===== config.mk =====
export PLATFORM = sky130hd
export DESIGN_NAME = mio_bus_responder
export DESIGN_NICKNAME = d
export VERILOG_FILES = /design/src/rtl/mio_pkg.sv /design/src/rtl/mio_addr_decode.sv /design/src/rtl/mio_bus_responder.sv
export SDC_FILE = /design/constraint.sdc
export NUM_CORES = 1
export LEC_CHECK = 0
export ABC_CLOCK_PERIOD_IN_PS = 5100
export BUFFER_PORTS_ARGS = -buffer_cell sky130_fd_sc_hd__buf_4
export CAP_MARGIN = 0
export CORE_UTILIZATION = 54
export DETAILED_ROUTE_END_ITERATION = 10
export PLACE_DENSITY = 0.84
export SLEW_MARGIN = 20
export SYNTH_ARGS = -nofsm -noshare
export SYNTH_HDL_FRONTEND = slang
export SYNTH_HIERARCHICAL = 1
export SYNTH_SLANG_ARGS = --single-unit

===== constraint.sdc =====
create_clock -name clk -period 5.1 [get_ports clk]
set_clock_uncertainty 0.05 [all_clocks]
set_input_delay 1.02 -clock clk [delete_from_list [all_inputs] [get_ports clk]]
set_output_delay 1.02 -clock clk [all_outputs]
set_load 0.02 [all_outputs]

===== src/rtl/mio_pkg.sv =====
// Shared definitions for the MIO bus responder: FSM encoding, target
// selects, the peripheral address map and the default wait-state count.
package mio_pkg;

  typedef enum logic [2:0] {
    ST_IDLE,
    ST_WAIT,
    ST_ACCESS,
    ST_DONE,
    ST_GAP
  } state_e;

  typedef enum logic [2:0] {
    TGT_RAM,
    TGT_LED,
    TGT_SW,
    TGT_CNT,
    TGT_NONE
  } tgt_e;

  localparam int          WAIT_CYCLES_DEFAULT = 1;
  localparam logic [3:0]  PERIPH_REGION       = 4'hF;
  localparam logic [31:0] ADDR_LED            = 32'hF000_0000;
  localparam logic [31:0] ADDR_SW             = 32'hF000_0004;
  localparam logic [31:0] ADDR_CNT            = 32'hFC00_0000;

  // Word-granular compare; byte-offset bits never take part in decode.
  function automatic logic word_match(input logic [29:0] word_addr,
                                      input logic [29:0] word_base);
    return word_addr == word_base;
  endfunction

endpackage


===== src/rtl/mio_addr_decode.sv =====
// Combinational address decoder: maps a CPU byte address onto the target
// it selects. Everything outside the 0xF region is RAM; unmapped 0xF
// addresses select NONE so they read zero and swallow writes.
module mio_addr_decode
  import mio_pkg::*;
(
  input  logic [31:0] addr,
  output logic [2:0]  tgt
);

  // Byte-offset bits are intentionally ignored by the decoder.
  logic addr_lsb_unused;
  assign addr_lsb_unused = ^addr[1:0];

  // Region check first, then exact word matches inside the peripheral region.
  always_comb begin
    tgt = TGT_NONE;
    if (addr[31:28] != PERIPH_REGION) begin
      tgt = TGT_RAM;
    end else if (word_match(addr[31:2], ADDR_LED[31:2])) begin
      tgt = TGT_LED;
    end else if (word_match(addr[31:2], ADDR_SW[31:2])) begin
      tgt = TGT_SW;
    end else if (word_match(addr[31:2], ADDR_CNT[31:2])) begin
      tgt = TGT_CNT;
    end
  end

endmodule


===== src/rtl/mio_bus_responder.sv =====
// CPU-side memory/IO responder. A request sampled in IDLE is latched, then
// walks WAIT (optional) -> ACCESS -> DONE -> GAP. RAM read data comes back
// from the synchronous RAM during DONE and is steered straight to Data_out
// for that cycle, then captured so Data_out holds it afterwards.
module mio_bus_responder
  import mio_pkg::*;
#(
  parameter int WAIT_CYCLES = WAIT_CYCLES_DEFAULT
) (
  input  logic        clk,
  input  logic        reset,
  input  logic        CPU_MIO,
  input  logic        MemRead,
  input  logic        MemWrite,
  input  logic [31:0] Addr_in,
  input  logic [31:0] Data_in,
  input  logic [15:0] SW_in,
  input  logic [31:0] ram_rdata,
  output logic [31:0] Data_out,
  output logic        MIO_ready,
  output logic        ram_en,
  output logic        ram_we,
  output logic [9:0]  ram_addr,
  output logic [31:0] ram_wdata,
  output logic [31:0] LED_out,
  output logic        bus_err
);

  localparam logic [3:0] WAIT_LAST = (WAIT_CYCLES > 0) ? 4'(WAIT_CYCLES - 1) : 4'd0;

  state_e      state_reg;
  tgt_e        tgt_reg;
  logic        wr_reg;
  logic [3:0]  wait_cnt_reg;
  logic        rd_ram_reg;
  logic        mio_ready_reg;
  logic        ram_en_reg;
  logic        ram_we_reg;
  logic        bus_err_reg;
  logic [9:0]  ram_addr_reg;
  logic [31:0] ram_wdata_reg;
  logic [31:0] data_out_reg;
  logic [31:0] led_reg;
  logic [31:0] cnt_reg;

  logic [2:0]  dec_tgt;
  tgt_e        dec_tgt_e;
  logic        req_valid;
  logic        req_both;

  mio_addr_decode u_decode (
    .addr (Addr_in),
    .tgt  (dec_tgt)
  );

  assign dec_tgt_e = tgt_e'(dec_tgt);
  assign req_valid = CPU_MIO && (MemRead ^ MemWrite);
  assign req_both  = CPU_MIO && MemRead && MemWrite;

  // Free-running cycle counter, readable at ADDR_CNT.
  always_ff @(posedge clk) begin
    if (reset) begin
      cnt_reg <= 32'd0;
    end else begin
      cnt_reg <= cnt_reg + 32'd1;
    end
  end

  // Transaction FSM with all bus-facing outputs registered.
  always_ff @(posedge clk) begin
    if (reset) begin
      state_reg     <= ST_IDLE;
      tgt_reg       <= TGT_NONE;
      wr_reg        <= 1'b0;
      wait_cnt_reg  <= 4'd0;
      rd_ram_reg    <= 1'b0;
      mio_ready_reg <= 1'b0;
      ram_en_reg    <= 1'b0;
      ram_we_reg    <= 1'b0;
      bus_err_reg   <= 1'b0;
      ram_addr_reg  <= 10'd0;
      ram_wdata_reg <= 32'd0;
      data_out_reg  <= 32'd0;
      led_reg       <= 32'd0;
    end else begin
      case (state_reg)
        ST_IDLE: begin
          if (req_both) begin
            bus_err_reg <= 1'b1;
          end else if (req_valid) begin
            tgt_reg       <= dec_tgt_e;
            wr_reg        <= MemWrite;
            ram_addr_reg  <= Addr_in[11:2];
            ram_wdata_reg <= Data_in;
            wait_cnt_reg  <= 4'd0;
            if (WAIT_CYCLES > 0) begin
              state_reg <= ST_WAIT;
            end else begin
              state_reg  <= ST_ACCESS;
              ram_en_reg <= (dec_tgt_e == TGT_RAM);
              ram_we_reg <= (dec_tgt_e == TGT_RAM) && MemWrite;
            end
          end
        end
        ST_WAIT: begin
          if (wait_cnt_reg == WAIT_LAST) begin
            state_reg  <= ST_ACCESS;
            ram_en_reg <= (tgt_reg == TGT_RAM);
            ram_we_reg <= (tgt_reg == TGT_RAM) && wr_reg;
          end else begin
            wait_cnt_reg <= wait_cnt_reg + 4'd1;
          end
        end
        ST_ACCESS: begin
          ram_en_reg    <= 1'b0;
          ram_we_reg    <= 1'b0;
          mio_ready_reg <= 1'b1;
          rd_ram_reg    <= !wr_reg && (tgt_reg == TGT_RAM);
          state_reg     <= ST_DONE;
          if (wr_reg) begin
            // Only the LED register is writable; other peripheral writes vanish.
            if (tgt_reg == TGT_LED) begin
              led_reg <= ram_wdata_reg;
            end
          end else begin
            case (tgt_reg)
              TGT_LED:  data_out_reg <= led_reg;
              TGT_SW:   data_out_reg <= {16'h0000, SW_in};
              TGT_CNT:  data_out_reg <= cnt_reg;
              TGT_NONE: data_out_reg <= 32'd0;
              default:  ;
            endcase
          end
        end
        ST_DONE: begin
          mio_ready_reg <= 1'b0;
          rd_ram_reg    <= 1'b0;
          if (rd_ram_reg) begin
            data_out_reg <= ram_rdata;
          end
          state_reg <= ST_GAP;
        end
        ST_GAP: begin
          // One dead cycle so a request still held after completion is not re-run.
          state_reg <= ST_IDLE;
        end
        default: begin
          state_reg <= ST_IDLE;
        end
      endcase
    end
  end

  assign Data_out  = rd_ram_reg ? ram_rdata : data_out_reg;
  assign MIO_ready = mio_ready_reg;
  assign ram_en    = ram_en_reg;
  assign ram_we    = ram_we_reg;
  assign ram_addr  = ram_addr_reg;
  assign ram_wdata = ram_wdata_reg;
  assign LED_out   = led_reg;
  assign bus_err   = bus_err_reg;

endmodule


* Word-level counts from Yosys, hierarchy flattened
Cells that the tools add are included.
** Word-level totals
- Register bits :: 154
- Bits of input ports :: 117
- Output and inout bits :: 110
- Logic and storage cells :: 76
** Cells by class
- $add $sub $neg :: 2
- Equality and inequality tests :: 17
- Muxes and demuxes :: 22
- Bitwise operators :: 2
- Reduce and logical (&&, ||, !) cells :: 19
** Operators by type and width (count)
- $pmux W32 S4 :: 1
- $eq A30 B30 Y1 const B :: 3
- $mux W32 :: 2
- $pmux W32 S2 :: 1
- $add A32 B1 Y32 const B :: 1
- $mux W3 :: 7
- $eq A3 B2 Y1 const B :: 4
- $mux W4 :: 3
- $pmux W3 S4 :: 1
- $reduce_and A3 Y1 :: 4
- $ne A2 B2 Y1 const B :: 5
- $pmux W1 S2 :: 4
- $pmux W4 S2 :: 1
- $eq A3 B1 Y1 const B :: 2
- $logic_not A3 Y1 :: 2
- $reduce_bool A2 Y1 :: 3
- $logic_and A1 B1 Y1 :: 5
- $ne A5 B5 Y1 const B :: 1
- $add A4 B1 Y4 const B :: 1
- $logic_not A4 Y1 :: 1
- $ne A4 B4 Y1 const B :: 1
- $reduce_and A2 Y1 :: 2
- $reduce_and A4 Y1 :: 1
- $eq A3 B3 Y1 const B :: 1
- other kinds (4) :: 5

* Logic depth before layout (Yosys ltp)
Gate-level depths: netlist (run 1).
- Word-level depth :: 5
- Gate-level depth with buffers :: 7
- Mapped depth without buffers :: 6

* By module
The synthesis (run 1) kept the hierarchy.
** By module, submodules not included
- mio_bus_responder :: times used 1, cells an instance 855, area each 7070.5 um2, sequential area each 3083.0 um2
- mio_addr_decode :: times used 1, cells an instance 17, area each 136.4 um2, sequential area each 0.0 um2

* Worst setup path after synthesis (run 1)
No wires, ideal clock.
- Path type :: in2out
- From :: input port ram_rdata[0]
- To :: output port Data_out[0]
- Arrival :: 1.332 ns
- Slack :: 2.698 ns
- Stages :: 1
- Buffers on the path :: 0
- Cell sequence :: mux2_2
** On the way
- Word-level cells in the longest chain between the ends :: 1
** RTL lines
- start: declaration :: RTL line mio_bus_responder.sv:18 : input logic [31:0] ram_rdata,
- $mux W32
- end: declaration :: RTL line mio_bus_responder.sv:19 : output logic [31:0] Data_out,
Every way passes these cells.

* Final worst setup path (run 1)
- From :: register rd_ram_reg
- To :: output port Data_out[29]
** On the way
- Word-level cells in the longest chain between the ends :: 1
** RTL lines
- start: declaration :: RTL line mio_bus_responder.sv:35 : logic rd_ram_reg;
- start signal: assignment :: RTL line mio_bus_responder.sv:118 : rd_ram_reg <= !wr_reg && (tgt_reg == TGT_RAM);
- $mux W32
Every way passes these cells.

==> results of run 1 <==
power by group through the flow:
stage	clock, W	combinational [W]	sequential (W)
2_1_floorplan	0	0.000146	0.00131
3_3_place_gp	0	0.000313	0.00128
3_5_place_dp	0	0.000316	0.00129
4_1_cts	0.00126	0.000317	0.00126
5_1_grt	0.00132	0.000344	0.00127
6_report	0.00125	0.000318	0.00126
layout make-up:
class	instances	area (um2)	area share (%)
flip-flops and latches	154	3083	32.65
clock inverters	7	90.09	0.9540
repair buffers	229	1719	18.21
inverters	8	30.03	0.3180
well taps	172	215.2	2.279
clock buffers	23	498.0	5.274
multi-input cells	644	3807	40.32
placed cells by master (no fill, tap or decap), types with 16 or more instances in the layout:
cell	Yosys	routed
clkbuf_16	0	17
o31ai_1	16	16
dfxtp_1	154	154
nor2_1	46	45
o21ai_0	35	35
nand2_1	192	192
a21oi_1	108	107
buf_4	1	229
mux2_2	50	50
nor2b_1	22	22
a221oi_1	16	16
logic make-up (layout without fill, tap and decap cells):
group / Yosys count / in the layout / synth area share (%)
multiplexers: 55 / 55 / 8.507
buffers and inverters: 74 / 267 / 4.687
AND/OR/NAND/NOR: 348 / 348 / 22.90
AO/OA/AOI/OAI: 227 / 227 / 19.27
XOR/XNOR: 11 / 11 / 1.337
flip-flops: 154 / 154 / 42.78
adder cells (fa/ha/maj): 3 / 3 / 0.5209
per-stage QoR:
step / setup WS [ns] / power, W / util, % / hold slack [ns]
2_1_floorplan: 2.698 / 0.001451 / - / 0.3865
3_3_place_gp: 1.958 / 0.001598 / 68.91 / 0.3922
3_5_place_dp: 1.959 / 0.001602 / 68.98 / 0.4008
4_1_cts: 2.029 / 0.002835 / 73.56 / 0.4113
5_1_grt: 1.957 / 0.002931 / 73.63 / 0.4343
6_report: 2.045 / 0.002833 / 73.63 / 0.4086
worst max-delay path, cell delays in order, from the launching register on:
cell and delay [ns]:
dfxtp_1 0.59, buf_4 0.40, mux2_2 0.40, buf_4 0.16
layer usage:
layer	part of all wire (%)	vias up	routed length (um)	global-route usage [%]
met4	1.5	0	301	9.615
met3	7.7	24	1579	6.541
met1	44	3318	9049	39.68
met2	47	315	9540	46.38
met5	0	-	0	0
li1	-	3494	-	-
how the worst min path moves through the flow:
stage / depth (start not counted) / end / start / slack, ns
floorplan: 1 / cnt_reg[0] / cnt_reg[0] / 0.39
global placement: 2 / ram_addr[7] / ram_addr[7] / 0.39
detailed placement: 2 / ram_addr[1] / ram_addr[1] / 0.40
CTS: 2 / ram_addr[1] / ram_addr[1] / 0.41
global route: 2 / ram_addr[9] / ram_addr[9] / 0.43
finish: 2 / ram_addr[1] / ram_addr[1] / 0.41
==> flow_metrics.py, run 1 <==
metrics = {
    "drt": {
        "drt-total-wl_um": 20470,
        "vias": 7151,
        "viasPerCell": 5.781,
        "first_pass_iters": 5,
        "drt_iter0_drc": 666,
        "drc": 0,
        "postRouteAntennaNets": 0,
        "wl_per_cell_um": 16.55,
    },
    "place": {
        "place.gp.congestion": 0.8589,
        "dpl.cell_count": 1207,
        "hpwl_um": 14360,
        "io_buffers": 224,
        "placed_area_mm2": 0.008846,
    },
    "clocking": {
        "cts-root-buf": "clkbuf_16",
        "insertion_delay_ns": 0.42,
        "cts_setup_buffers": 0,
        "htree_num_levels": 4,
        "clk_path_buf_depth": 2,
        "clock-sinks": 154,
        "clk_pin_slew_ns": 0.06,
        "post_cts_resized": 0,
        "cts_hold_buffers": 0,
        "cts_made_buffers": 17,
        "cts_tree": "yes",
    },
    "synth": {
        "yosys-top-cells-area": "dfxtp_1 (43%), nand2_1 (10%), mux2_2 (7.8%)",
        "synth-edff-count": 0,
        "yosys_register_bits": 154,
        "synth_top_area_share_pct": 42.78,
        "ys_top_cells_by_count": "nand2_1 (192), dfxtp_1 (154), a21oi_1 (108)",
        "synth_flop_cell": "dfxtp_1",
        "yosysMostFrequentCell": "nand2_1",
        "synth_area_per_cell_um2": 8.265,
        "syn_area_mm2": 0.007207,
        "async_flop_share_pct": 0,
        "synth_cells": 872,
        "synth.largest_area_cell": "dfxtp_1",
        "yosysWarningCount": 6,
        "synthesis.nets": 992,
        "yosysUniqueCellTypes": 50,
        "synth_seq_area_share_pct": 42.78,
    },
    "finish": {
        "insertedDiodeCount": 0,
        "fill_cells": 1031,
        "finalNetCount": 1174,
        "syn_to_final_growth_pct": 31.02,
        "instances_no_fill": 1237,
        "drive_gt1_share_pct": 30.14,
        "final_area_mm2": 0.009443,
    },
    "power_and_ir_drop": {
        "combPwrFrac_pct": 11.2,
        "power_density_mw_per_mm2": 300.0,
        "p_switching_w": 0.0006865,
        "p_leak_nw": 3.689,
        "ir_worst_vdd_mv": 0.2372,
        "power_switching_share_pct": 24.23,
        "intPower_w": 0.002147,
        "p_seq_share_pct": 44.5,
        "p_clk_share_pct": 44.3,
    },
    "worst_setup_path": {
        "r2r_end": "data_out_reg[30]",
        "end_kind": "output port",
        "critPathRequiredTime_ns": 4.03,
        "cp_data_arrival_time_ns": 1.99,
        "path_max_fanout": 25,
        "reg2reg_depth": 4,
        "start_kind": "register",
        "regToRegSetupSlack_ns": 2.25,
        "worstSetupStartpoint": "rd_ram_reg",
        "crit_end": "Data_out[29]",
        "r2r-start": "tgt_reg[0]",
        "path_class": "reg -> out",
    },
    "grt": {
        "grt_pass1_vias": 6581,
        "gr-total-overflow": 0,
        "antenna_found_initial": 0,
        "track_usage_pct": 29.35,
        "grt_max_degree": 96,
        "grt_pass1_wl_um": 32740,
    },
    "floorplan": {
        "initial_core_util_pct": 56.20,
        "die_x_um": 117.5,
        "rows": 41,
        "io_pins": 227,
        "core_area_mm2": 0.01282,
        "dieHeight_um": 117.5,
        "die-area_mm2": 0.01381,
    },
    "sta": {
        "rsz0062_at_grt": "no",
        "period_share_pct": 59.90,
        "finalSetupTns_ns": 0,
        "slew_headroom_pct": 34.75,
        "hold_violations": 0,
        "fin_crit_ns": 3.055,
        "worstMarginPinSlew_ns": 0.9759,
        "drv_slew": 0,
        "setup_viol": 0,
        "fmax_mhz": 327.3,
    },
    "job": {
        "cap_violations": 0,
    },
    "worst_hold_path": {
        "hp-class": "reg -> reg",
    },
    "status": {
        "status": "complete, no violations",
    },
}
Power figures use the tool's default switching activity.
==> run 2, diff against run 1 <==
ABC_CLOCK_PERIOD_IN_PS = 3100   (was 5100)
CORE_UTILIZATION = 51   (was 54)
PLACE_DENSITY = 0.8   (was 0.84)
clock period = 3.1 ns   (was 5.1 ns; I/O delays follow)
==> run 2 against run 1 <==
Critical path depth unchanged; power up 65%; non-clock buffer count up 8; clock-buffer cell count down 2; setup slack worse by 1.5 ns; design area up 1.0%; clock power up 66%; register-to-register slack worse by 1.6 ns; critical path type unchanged; critical endpoint unchanged; largest power group is now the clock network; highest routed layer unchanged.
==> flow_metrics.py, run 2 (synthesis results as in run 1) <==
metrics = {
    "floorplan": {
        "io_pins": 227,
        "die_x_um": 120.9,
        "rows": 43,
        "core_area_mm2": 0.01383,
        "dieHeight_um": 120.9,
        "die-area_mm2": 0.01461,
        "initial_core_util_pct": 52.12,
    },
    "drt": {
        "drt-total-wl_um": 20580,
        "drt_iter0_drc": 704,
        "vias": 7113,
        "viasPerCell": 5.668,
        "first_pass_iters": 5,
        "drc": 0,
        "wl_per_cell_um": 16.40,
        "postRouteAntennaNets": 0,
    },
    "power_and_ir_drop": {
        "p_leak_nw": 3.737,
        "ir_worst_vdd_mv": 0.3942,
        "power_density_mw_per_mm2": 491.3,
    },
    "clocking": {
        "clk_path_buf_depth": 2,
        "cts_setup_buffers": 0,
        "cts-root-buf": "clkbuf_16",
        "cts_made_buffers": 17,
        "cts_tree": "yes",
        "cts_hold_buffers": 0,
        "clock-sinks": 154,
        "clk_pin_slew_ns": 0.06,
        "insertion_delay_ns": 0.42,
        "htree_num_levels": 4,
        "post_cts_resized": 0,
    },
    "place": {
        "place.gp.congestion": 0.8661,
        "io_buffers": 224,
        "dp_slack_ns": 0.5795,
        "hpwl_um": 14570,
    },
    "worst_setup_path": {
        "critical_path.slowest_cell": "dfxtp_1",
        "worst-path-buf-inv": 2,
        "start_kind": "register",
        "timing.critical_path.max_delay_family": "flip-flops",
        "path_max_fanout": 24,
        "end_kind": "output port",
        "max_stage_delay_ns": 0.66,
        "cp_data_arrival_time_ns": 1.88,
        "r2r-start": "tgt_reg[1]",
        "path_class": "reg -> out",
        "cp_cell_sequence": "buf_12 > mux2_2 > buf_4",
        "worstSetupStartpoint": "rd_ram_reg",
        "critPathRequiredTime_ns": 2.43,
    },
    "finish": {
        "syn_to_final_growth_pct": 32.34,
        "final_common_cell": "buf_4",
        "drive_gt1_share_pct": 30.98,
        "finalNetCount": 1182,
        "insertedDiodeCount": 0,
        "fin_util_pct": 68.98,
        "final_cell_mix": "buf_4 (235), nand2_1 (191), dfxtp_1 (154)",
    },
    "grt": {
        "antenna_found_initial": 0,
        "grt_pass1_vias": 6471,
        "grt-busiest-layer": "met2",
        "met2_usage_pct": 43.04,
        "met1_usage_pct": 38.50,
        "track_usage_pct": 28.15,
        "use_met3_pct": 6.391,
        "gr-total-overflow": 0,
        "grt_pass1_wl_um": 32540,
        "grt_max_degree": 85,
    },
    "sta": {
        "worstMarginPinSlew_ns": 0.9252,
        "fmax_mhz": 392.6,
        "hold_violations": 0,
        "finalSetupTns_ns": 0,
        "fin_crit_ns": 2.547,
        "period_share_pct": 82.16,
        "drv_slew": 0,
        "fin_ws_ns": 0.5531,
        "setup_viol": 0,
        "slew_headroom_pct": 38.10,
        "rsz0062_at_grt": "no",
    },
    "worst_hold_path": {
        "hp-class": "in -> reg",
        "min-delay-start": "Data_in[5]",
    },
    "job": {
        "cap_violations": 0,
    },
    "status": {
        "status": "complete, no violations",
    },
}
## run 2: cell types whose count changed in the layout (fill, tap and decap cells not counted), sizes merged
cell	previous run	this run
buf	229	237
clkinvlp	2	4
clkinv	3	5
clkbuf	23	21
## run 2: area by class of cell
| cell class | count | area, um2 |
|---|---|---|
| Clock inverter | 11 | 118.9 |
| Inverter | 8 | 30.03 |
| Tap cell | 180 | 225.2 |
| Multi-Input combinational cell | 644 | 3796 |
| Sequential cell | 154 | 3083 |
| Timing Repair Buffer | 237 | 1804 |
| Fill cell | 1138 | 4289 |
| Clock buffer | 21 | 480.5 |
## run 2: final timing paths
kind / end / slack, ns / cells past startpoint
max: Data_out[29] / 0.55 / 3
min: ram_wdata[5] / 0.40 / 3
max reg2reg: data_out_reg[24] / 0.63 / 4
min reg2reg: ram_addr[7] / 0.40 / 2
## run 2: stage by stage
step	hold slack, ns	cells	instance area, um2	power [W]
floorplan	0.3865	872	7207	0.002388
global placement	0.3922	1223	8935	0.002639
global route	0.3904	1255	9538	0.004855
finish	0.3953	1255	9538	0.004686
detailed placement	0.3969	1223	8935	0.002646
CTS	0.3834	1255	9534	0.004705
## run 2: report_power, final
group | switching [W] | leakage [nW] | total [W] | internal, W
logic | 0.000300 | 2.20 | 0.000532 | 0.000231
registers | 0.0000449 | 1.25 | 0.00207 | 0.00203
clock network | 0.000814 | 0.287 | 0.00208 | 0.00127
## run 2: routing by layer
metal  share of wire (%)  vias up
li1                    -     3498
met1                  44     3270
met2                  46      308
met3                 7.9       37
met4                 2.4        0
met5                   0        -
## run 2: worst reg2reg max path: cells and delay by family (launching register included)
family           cells  cell delay (ns)
AO/OA/AOI/OAI        2             0.97
AND/OR/NAND/NOR      2             0.66
flip-flops           1             0.69
==> run 3, diff against run 2 <==
ABC_CLOCK_PERIOD_IN_PS = 2050   (was 3100)
CORE_UTILIZATION = 46   (was 51)
PLACE_DENSITY = 0.76   (was 0.8)
clock period = 2.05 ns   (was 3.1 ns; I/O delays follow)
==> run 3 against run 2 <==
Core utilization is 4.5 points lower; die area is 11% higher; highest routed layer unchanged; sequential cell count unchanged; largest cell class unchanged; hold slack worse by 0.21 ns; sequential share of layout area down 0.99 points; clock power rose by 55%; register-to-register slack got worse by 0.53 ns; via count is 2.4% higher; global-route usage down 1.1 points.
==> flow_metrics.py, run 3 (synthesis results as in run 1) <==
metrics = {
    "clocking": {
        "clk_path_buf_depth": 2,
        "insertion_delay_ns": 0.42,
        "cts_tree": "yes",
        "htree_num_levels": 4,
        "cts_made_buffers": 17,
        "clk_pin_slew_ns": 0.06,
        "cts_setup_buffers": 0,
        "cts_hold_buffers": 0,
        "clock-sinks": 154,
        "post_cts_resized": 1,
        "cts-root-buf": "clkbuf_16",
    },
    "power_and_ir_drop": {
        "total_power_w": 0.007228,
        "p_leak_nw": 3.903,
        "ir_worst_vdd_mv": 0.5474,
        "power_density_mw_per_mm2": 734.4,
    },
    "finish": {
        "final_common_cell": "buf_4",
        "final_cell_mix": "buf_4 (257), nand2_1 (191), dfxtp_1 (153)",
        "final_area_mm2": 0.009843,
        "drive_gt1_share_pct": 32.61,
        "insertedDiodeCount": 0,
        "finalNetCount": 1208,
        "syn_to_final_growth_pct": 36.58,
    },
    "worst_setup_path": {
        "critical_path.slowest_cell": "dfxtp_2",
        "path_class": "reg -> out",
        "cp_cell_sequence": "buf_12 > mux2_2 > buf_4",
        "cp_data_arrival_time_ns": 1.53,
        "start_kind": "register",
        "max_stage_delay_ns": 0.38,
        "path_max_fanout": 23,
        "critPathRequiredTime_ns": 1.59,
        "end_kind": "output port",
    },
    "sta": {
        "period_share_pct": 97.27,
        "fmax_mhz": 501.5,
        "drv_slew": 0,
        "rsz0062_at_grt": "no",
        "finalSetupTns_ns": 0,
        "slew_headroom_pct": 67.95,
        "fin_crit_ns": 1.994,
        "setup_viol": 0,
        "worstMarginPinSlew_ns": 0.4797,
        "hold_violations": 0,
    },
    "place": {
        "io_buffers": 224,
        "hpwl_um": 15340,
        "place.gp.congestion": 0.8576,
        "placed_area_mm2": 0.009216,
    },
    "grt": {
        "grt_pass1_vias": 6738,
        "grt_pass1_wl_um": 34270,
        "use_met3_pct": 6.156,
        "track_usage_pct": 27.05,
        "grt-busiest-layer": "met2",
        "antenna_found_initial": 0,
        "grt_max_degree": 71,
        "gr-total-overflow": 0,
        "met1_usage_pct": 36.75,
        "met2_usage_pct": 40.92,
    },
    "floorplan": {
        "die-area_mm2": 0.01617,
        "die_x_um": 127.2,
        "core_area_mm2": 0.01526,
        "dieHeight_um": 127.2,
        "io_pins": 227,
        "rows": 45,
        "initial_core_util_pct": 47.23,
    },
    "job": {
        "cap_violations": 0,
    },
    "drt": {
        "postRouteAntennaNets": 0,
        "wl_per_cell_um": 16.39,
        "drt-total-wl_um": 21500,
        "drc": 0,
        "vias": 7281,
        "viasPerCell": 5.550,
        "drt_iter0_drc": 542,
        "first_pass_iters": 5,
    },
    "status": {
        "status": "complete, no violations",
    },
    "worst_hold_path": {
        "hp-class": "in -> reg",
    },
}
-- run 3: through the flow --
| stage | worst slack (ns) | hold slack, ns | util, % | instances |
|---|---|---|---|---|
| after global placement | 0.1301 | 0.3921 | 60.40 | 1280 |
| after global routing | 0.008402 | 0.1745 | 64.51 | 1312 |
| after floorplan | 0.1507 | 0.3865 | - | 872 |
| after CTS | 0.03297 | 0.1658 | 64.40 | 1312 |
| final | 0.05604 | 0.1827 | 64.51 | 1312 |
| after detailed placement | 0.1046 | 0.3969 | 60.40 | 1280 |
-- run 3: final cells by class --
class | instances | area [um2]
clock buffers | 25 | 495.5
fillers | 1319 | 5415
repair buffers | 263 | 2049
well taps | 211 | 264.0
flip-flops and latches | 154 | 3084
clock inverters | 7 | 112.6
multi-input cells | 644 | 3807
inverters | 8 | 30.03
-- run 3: where the power goes --
group | internal [W] | switching [W] | total, W
sequential | 0.00307 | 0.0000596 | 0.00313
combinational | 0.000394 | 0.000478 | 0.000872
clock | 0.00204 | 0.00119 | 0.00323
-- run 3: path summary, 6_finish.rpt --
| path | cells past startpoint | startpoint | slack, ns | to |
|---|---|---|---|---|
| min | 3 | Data_in[6] | 0.18 | ram_wdata[6] |
| max | 3 | rd_ram_reg | 0.06 | Data_out[23] |
| max reg2reg | 4 | state_reg[2] | 0.10 | data_out_reg[20] |
| min reg2reg | 2 | ram_addr[5] | 0.40 | ram_addr[5] |
-- run 3: per-layer routing --
layer  up-vias  wire (um)
li1       3545          -
met4         0        682
met1      3376       9656
met5         -          0
met2       311       9566
met3        49       1594
-- run 3: worst max-delay path: cells and delay by family (launching register included) --
kind | cells | cell delay (ns)
buffers and inverters | 2 | 0.34
DFF | 1 | 0.38
muxes | 1 | 0.38
